**src/rtl/serial_max_scan.sv**
```systemverilog
// Bit-serial magnitude comparator: latches two operands, scans them LSB first
// one bit per cycle, and reports max/min/greater/equal after WIDTH cycles.
module serial_max_scan #(
  parameter int WIDTH = 8
) (
  input  logic             clk,
  input  logic             rst_n,
  input  logic             start,
  input  logic [WIDTH-1:0] a,
  input  logic [WIDTH-1:0] b,
  output logic             busy,
  output logic             done,
  output logic [WIDTH-1:0] max_out,
  output logic [WIDTH-1:0] min_out,
  output logic             a_gt_b,
  output logic             eq
);

  localparam int CNT_W = $clog2(WIDTH);
  localparam logic [CNT_W-1:0] LAST_IDX = CNT_W'(WIDTH - 1);

  typedef enum logic [0:0] {
    IDLE = 1'b0,
    SCAN = 1'b1
  } state_t;

  state_t           state_r, state_s;
  logic [CNT_W-1:0] cnt_r, cnt_s;
  logic [WIDTH-1:0] a_r, a_s;
  logic [WIDTH-1:0] b_r, b_s;
  logic             gt_r, gt_s;
  logic             lt_r, lt_s;
  logic             busy_r, busy_s;
  logic             done_r, done_s;
  logic [WIDTH-1:0] max_r, max_s;
  logic [WIDTH-1:0] min_r, min_s;
  logic             a_gt_b_r, a_gt_b_s;
  logic             eq_r, eq_s;

  logic             bit_a_s;
  logic             bit_b_s;
  logic             gt_fin_s;
  logic             lt_fin_s;

  // Decision flags after folding in the current bit; a higher differing bit
  // always overrides whatever the lower bits decided.
  always_comb begin
    bit_a_s  = a_r[cnt_r];
    bit_b_s  = b_r[cnt_r];
    gt_fin_s = gt_r;
    lt_fin_s = lt_r;
    if (bit_a_s != bit_b_s) begin
      gt_fin_s = bit_a_s;
      lt_fin_s = ~bit_a_s;
    end else begin
      gt_fin_s = gt_r;
      lt_fin_s = lt_r;
    end
  end

  // Next-state and next-datapath logic for the IDLE/SCAN controller.
  always_comb begin
    state_s  = state_r;
    cnt_s    = cnt_r;
    a_s      = a_r;
    b_s      = b_r;
    gt_s     = gt_r;
    lt_s     = lt_r;
    busy_s   = busy_r;
    done_s   = 1'b0;
    max_s    = max_r;
    min_s    = min_r;
    a_gt_b_s = a_gt_b_r;
    eq_s     = eq_r;
    case (state_r)
      IDLE: begin
        if (start) begin
          state_s = SCAN;
          a_s     = a;
          b_s     = b;
          cnt_s   = {CNT_W{1'b0}};
          gt_s    = 1'b0;
          lt_s    = 1'b0;
          busy_s  = 1'b1;
        end else begin
          state_s = IDLE;
        end
      end
      SCAN: begin
        gt_s = gt_fin_s;
        lt_s = lt_fin_s;
        if (cnt_r == LAST_IDX) begin
          state_s = IDLE;
          busy_s  = 1'b0;
          done_s  = 1'b1;
          if (gt_fin_s) begin
            max_s    = a_r;
            min_s    = b_r;
            a_gt_b_s = 1'b1;
            eq_s     = 1'b0;
          end else if (lt_fin_s) begin
            max_s    = b_r;
            min_s    = a_r;
            a_gt_b_s = 1'b0;
            eq_s     = 1'b0;
          end else begin
            max_s    = a_r;
            min_s    = a_r;
            a_gt_b_s = 1'b0;
            eq_s     = 1'b1;
          end
        end else begin
          // Counter stops at the last index, so it never wraps mid-scan.
          cnt_s = cnt_r + CNT_W'(1);
        end
      end
      default: begin
        state_s = IDLE;
        busy_s  = 1'b0;
      end
    endcase
  end

  // Controller state register.
  always_ff @(posedge clk or negedge rst_n) begin
    if (!rst_n) begin
      state_r <= IDLE;
    end else begin
      state_r <= state_s;
    end
  end

  // Operand, counter, flag and result registers.
  always_ff @(posedge clk or negedge rst_n) begin
    if (!rst_n) begin
      cnt_r    <= {CNT_W{1'b0}};
      a_r      <= {WIDTH{1'b0}};
      b_r      <= {WIDTH{1'b0}};
      gt_r     <= 1'b0;
      lt_r     <= 1'b0;
      busy_r   <= 1'b0;
      done_r   <= 1'b0;
      max_r    <= {WIDTH{1'b0}};
      min_r    <= {WIDTH{1'b0}};
      a_gt_b_r <= 1'b0;
      eq_r     <= 1'b0;
    end else begin
      cnt_r    <= cnt_s;
      a_r      <= a_s;
      b_r      <= b_s;
      gt_r     <= gt_s;
      lt_r     <= lt_s;
      busy_r   <= busy_s;
      done_r   <= done_s;
      max_r    <= max_s;
      min_r    <= min_s;
      a_gt_b_r <= a_gt_b_s;
      eq_r     <= eq_s;
    end
  end

  assign busy    = busy_r;
  assign done    = done_r;
  assign max_out = max_r;
  assign min_out = min_r;
  assign a_gt_b  = a_gt_b_r;
  assign eq      = eq_r;

endmodule

```
**config.mk**
```make
export PLATFORM = sky130hd
export DESIGN_NAME = serial_max_scan
export DESIGN_NICKNAME = d
export VERILOG_FILES = /design/src/rtl/serial_max_scan.sv
export SDC_FILE = /design/constraint.sdc
export NUM_CORES = 1
export LEC_CHECK = 0
export CORE_MARGIN = 2
export CORE_UTILIZATION = 45
export DETAILED_ROUTE_END_ITERATION = 10
export PLACE_DENSITY_LB_ADDON = 0.12
export SLEW_MARGIN = 40
export SYNTH_ARGS = -nofsm -noshare
export SYNTH_HDL_FRONTEND = slang
export SYNTH_SLANG_ARGS = --single-unit
```
**constraint.sdc**
```tcl
create_clock -name clk -period 2.72 [get_ports clk]
set_input_delay 0.68 -clock clk [delete_from_list [all_inputs] [get_ports clk]]
set_output_delay 0.68 -clock clk [all_outputs]
set_load 0.02 [all_outputs]
```
==> results of run 1 <==
[synth_stat cells (all sizes together)]
master	n	area, µm²
a21oi	9	45.0
nor3	2	10.0
o22ai	8	50.1
o21ai	3	18.8
dfrtp	42	1050
nor2b	3	18.8
a21o	2	15.0
a22oi	8	60.1
inv	2	7.51
buf	4	23.8
clkbuf	5	20.0
mux4	4	90.1
nand2	13	48.8
maj3	1	11.3
mux2	20	225
clkinv	1	3.75
a22o	3	26.3
ha	2	25.0
o221ai	8	70.1
nor2	12	45.0
a32o	1	10.0
mux2i	10	100
[cell type report]
class	instances	area (µm²)
Clock inverter	1	5.00
Sequential cell	42	1050
Inverter	3	11.3
Multi-Input combinational cell	109	870
Timing Repair Buffer	42	408
Tap cell	52	65.1
Clock buffer	7	86.3
Fill cell	350	1800
[worst register-to-register path, stage by stage (launching register included)]
cell and delay [ps]:
dfrtp_1 510, mux4_2 560, mux2i_1 310, maj3_2 440, mux2i_1 240, a21oi_1 90
[power groups by stage]
stage,Sequential (mW),Combinational (mW),Clock (mW)
3_3_place_gp,1.28,1.99,0
5_1_grt,1.34,2.24,0.446
4_1_cts,1.29,2.07,0.423
3_5_place_dp,1.30,2.07,0
2_1_floorplan,1.34,1.37,0
6_report,1.29,2.07,0.410
[logic make-up (layout without fill, tap and decap cells)]
family / Yosys count / after routing / share of synthesized area
and+or+nand+nor: 30 / 30 / 0.0621
DFF: 42 / 42 / 0.532
buffers and inverters: 12 / 53 / 0.0279
muxes: 34 / 34 / 0.210
AOI/OAI and AO/OA: 42 / 42 / 0.149
adders and majority gates: 3 / 3 / 0.0184
[flip-flops by register name (all words and copies together), names as in the netlist]
name,cells
max_out,8
state_r,1
b_r,8
gt_r,1
cnt_r,3
min_out,8
eq,1
done,1
busy,1
a_r,8
a_gt_b,1
lt_r,1
[through the flow]
step / hold WS, ps / instance area (µm²) / worst slack [ps] / util
finish: 345 / 2500 / 448 / 0.581
detailed placement: 495 / 2400 / 466 / 0.560
floorplan: 384 / 1980 / 640 / -
global placement: 487 / 2400 / 506 / 0.559
global route: 398 / 2500 / 300 / 0.581
CTS: 383 / 2500 / 460 / 0.581
[path summary, 6_finish.rpt]
path                                 startpoint                      to  cells after the start
max reg2reg                cnt_r[0]$_DFFE_PN0P_  max_out[3]$_DFFE_PN0P_                      5
max                        cnt_r[0]$_DFFE_PN0P_  max_out[3]$_DFFE_PN0P_                      5
min reg2reg                  a_gt_b$_DFFE_PN0P_      a_gt_b$_DFFE_PN0P_                      1
max in group asynchronous                 rst_n        gt_r$_DFFE_PN0P_                      1
min                                       rst_n      b_r[7]$_DFFE_PN0P_                      1
min in group clk             a_gt_b$_DFFE_PN0P_      a_gt_b$_DFFE_PN0P_                      1
[per-layer routing]
metal / GRT usage / up-vias / wire length, µm
met5: 0 / - / 0
met4: 0.0897 / 0 / 64
met3: 0.0375 / 9 / 218
met2: 0.295 / 46 / 2140
met1: 0.261 / 749 / 2010
li1: - / 692 / -
==> flow_summary.json, run 1 <==
{
  "final.min_clock_period_ps": 2270,
  "syn2layout_area_growth_pct": 26.3,
  "stdcell_count": 256,
  "diodes": 0,
  "portBuffers": 38,
  "place_congestion": 0.935,
  "grt_max_degree": 43,
  "synth-seq-cells": 42,
  "timing.fmax_mhz": 440,
  "cts_hold_buffers": 0,
  "ys_warn_count": 0,
  "critPathRequiredTime_ps": 2890,
  "arrival_ps": 2440,
  "final_common_cell": "dfrtp_1",
  "vias": 1496,
  "critPathLaunchType": "flop",
  "cts_buffer_depth": 2,
  "p_comb_frac": 0.549,
  "clock_sinks": 42,
  "switching_share": 0.425,
  "initial_core_util": 0.460,
  "dp_hpwl_um": 3140,
  "post_drt_wl_per_cell_um": 17.3,
  "cp-end-kind": "flop",
  "die_w_um": 70.3,
  "setup_viol": 0,
  "die_area_um2": 4940,
  "row_count": 24,
  "post_cts_buffers": 0,
  "vdd_ir_drop_max_v": 0.000677,
  "outcome": "finished, final reports clean",
  "synth.avg_cell_area_um2": 12.1,
  "power_density_nw_per_um2": 1510,
  "grt.total_usage": 0.191,
  "cap_violations": 0,
  "cts_root_buf": "clkbuf_8",
  "io_pins": 39,
  "wirelength_um": 4440,
  "path_delay_family": "multiplexers",
  "power.internal_mw": 2.17,
  "cts_tree": "done",
  "first_iter_violations": 69,
  "drive_above_1_share": 0.186,
  "clkLatencyLatePin_ps": 290,
  "final.setup.tns_ps": 0,
  "timing.final.max_slew_violations": 0,
  "clockPowerShare": 0.109,
  "ys_seq_area_frac": 0.532,
  "drc_errors": 0,
  "crit_type": "reg -> reg",
  "fin_skew_ps": 8.03,
  "antenna_found_initial": 0,
  "p_leak_nw": 1.05,
  "syn_inst": 163,
  "cp_max_fo": 8,
  "slew-limit-headroom": 0.576,
  "crit_buf_inv": 0,
  "dp_cells": 248,
  "cts_made_buffers": 5,
  "path_cells": "mux4_2 -> mux2i_1 -> maj3_2 -> mux2i_1 -> a21oi_1",
  "cts.repair.resized": 0,
  "hold_class": "in -> async",
  "hold_viol_final": 0,
  "critPathMostFrequentCell": "mux2i_1",
  "tightest_slew_ps": 631,
  "die_h_um": 70.3,
  "postRouteAntennaNets": 0,
  "r2r_slack_ps": 450,
  "timing.final.crit_share": 0.835,
  "synthDistinctLibCells": 27,
  "power_mw": 3.77,
  "fp.coreArea_um2": 4290,
  "htree_num_levels": 2,
  "synth_area_um2": 1980,
  "viasPerCell": 5.84,
  "grt_pass1_wl_um": 7370,
  "drt_pass1_iterations": 4,
  "cpPeakStageDelay_ps": 560,
  "grt_overflow": 0,
  "p_switching_mw": 1.60,
  "first_global_vias": 1542,
  "p_seq_frac": 0.343,
  "fin_nets": 224,
  "rsz0062_at_grt": "false",
  "path_clk_slew_ps": 80,
  "final_cell_mix": "dfrtp_1, clkdlybuf4s50_1, mux2_2",
  "slowest_stage": "mux4_2",
  "syn_nets": 184
}
Power figures use the tool's default switching activity.
==> inputs of run 2 (changes only) <==
clock period = 1.9 ns   (was 2.72 ns; I/O delays follow)
==> run 2 against run 1 <==
  * The run now ends with setup timing left
  * Core utilization is 10 points higher
  * Count of clock-buffer cells in the layout unchanged
  * Largest cell class unchanged
  * Highest routed layer unchanged
  * Clock skew rose by 0.80 ps
  * Sequential share of layout area shrank 6.1 points
  * Fmax up 8.8%
==> flow_summary.json, run 2 (synthesis results as in run 1) <==
{
  "outcome": "complete, but fails checks",
  "violations": "setup timing",
  "rsz0062_at_grt": "true",
  "place_congestion": 0.850,
  "cap_violations": 0,
  "r2r_cells": 5,
  "hold_viol_final": 0,
  "cp-end-kind": "flop",
  "fin_nets": 252,
  "grt_max_degree": 35,
  "path_delay_family": "multiplexers",
  "fin_skew_ps": 8.82,
  "dp_hpwl_um": 3740,
  "final_common_cell": "dfrtp_1",
  "cts_buffer_depth": 2,
  "syn2layout_area_growth_pct": 48.1,
  "stdcell_count": 284,
  "htree_num_levels": 2,
  "place_area_um2": 2610,
  "first_iter_violations": 107,
  "die_h_um": 70.3,
  "grt_overflow": 0,
  "dp_cells": 270,
  "rr_endpoint": "max_out[1]$_DFFE_PN0P_",
  "row_count": 24,
  "die_w_um": 70.3,
  "first_global_vias": 1739,
  "drive_above_1_share": 0.371,
  "fillerInstances": 317,
  "clkLatencyLatePin_ps": 290,
  "tightest_slew_ps": 496,
  "cts_hold_buffers": 0,
  "setup_ws_ps": -188,
  "io_pins": 39,
  "drt_pass1_iterations": 4,
  "post_drt_wl_per_cell_um": 18.3,
  "diodes": 0,
  "viasPerCell": 5.60,
  "fp.coreArea_um2": 4290,
  "grt_pass1_wl_um": 8720,
  "timing.final.crit_share": 1.10,
  "r2r_start": "cnt_r[0]$_DFFE_PN0P_",
  "wirelength_um": 5190,
  "setup_viol": 18,
  "critPathLaunchType": "flop",
  "path_clk_slew_ps": 80,
  "crit_type": "reg -> reg",
  "grt.total_usage": 0.228,
  "final_cell_area_um2": 2930,
  "cts_made_buffers": 5,
  "final_cell_mix": "dfrtp_1, clkdlybuf4s50_1, buf_4",
  "final.min_clock_period_ps": 2090,
  "cp_max_fo": 8,
  "drc_errors": 0,
  "portBuffers": 38,
  "postRouteAntennaNets": 0,
  "cts_tree": "done",
  "arrival_ps": 2270,
  "postLayoutCoreUtil": 0.682,
  "die_area_um2": 4940,
  "crit_buf_inv": 0,
  "timing.fmax_mhz": 479,
  "initial_core_util": 0.460,
  "timing.final.max_slew_violations": 0,
  "cpPeakStageDelay_ps": 530,
  "slowest_stage": "mux4_2",
  "path_cells": "mux4_2 -> mux2_4 -> maj3_4 -> mux2i_1 -> a21oi_1",
  "critPathRequiredTime_ps": 2080,
  "cts_root_buf": "clkbuf_8",
  "slew-limit-headroom": 0.670,
  "antenna_found_initial": 0,
  "vias": 1590,
  "hold_class": "in -> async",
  "clock_sinks": 42,
  "r2r_slack_ps": -190
}
run 2: layout make-up:
| class | count | area (µm²) | area share |
|---|---|---|---|
| flip-flops and latches | 42 | 1050 | 0.360 |
| multi-input cells | 109 | 1010 | 0.347 |
| repair buffers | 70 | 677 | 0.231 |
| clock buffers | 7 | 76.3 | 0.0261 |
| well taps | 52 | 65.1 | 0.0222 |
| clock inverters | 1 | 30.0 | 0.0103 |
| inverters | 3 | 11.3 | 0.00385 |
run 2: per-stage QoR:
stage / hold slack [ps] / worst slack [ps] / TNS, ps
floorplan: 179 / -129 / -1030
global placement: 445 / -213 / -2310
detailed placement: 462 / -275 / -3610
CTS: 147 / -192 / -2290
global route: 171 / -281 / -3980
finish: 134 / -188 / -2210
run 2: worst max path at each step:
stage,from,endpoint,slack [ps],cells past startpoint
floorplan,cnt_r[0]$_DFFE_PN0P_,max_out[0]$_DFFE_PN0P_,-130,7
CTS,cnt_r[0]$_DFFE_PN0P_,max_out[1]$_DFFE_PN0P_,-190,5
global placement,cnt_r[0]$_DFFE_PN0P_,max_out[6]$_DFFE_PN0P_,-210,5
global route,cnt_r[0]$_DFFE_PN0P_,max_out[7]$_DFFE_PN0P_,-280,5
finish,cnt_r[0]$_DFFE_PN0P_,max_out[1]$_DFFE_PN0P_,-190,5
detailed placement,cnt_r[0]$_DFFE_PN0P_,max_out[5]$_DFFE_PN0P_,-270,5
run 2: repair_timing:
item,CTS,global route
gates resized for setup,16,16
buffers inserted,0,6
pin swaps,16,17
gates cloned,0,0
endpoints found under the setup margin,19,18
run 2: layer usage:
metal,GRT usage,routed length (µm),vias to the layer above
li1,-,-,746
met1,0.284,2180,795
met2,0.390,2720,37
met3,0.0491,171,12
met4,0.0812,116,0
met5,0,0,-
Power of run 2 is not shown: default switching activity piles up to over one toggle a cycle in this logic, so the estimate is an artifact.
==> inputs of run 3 (changes only) <==
CAP_MARGIN = 30   (was unset)
GPL_ROUTABILITY_DRIVEN = 0   (was unset)
==> results of run 3 <==
Final layout, timing and power as in run 2 (identical DEF).
Power of run 3 is left out for the same reason.
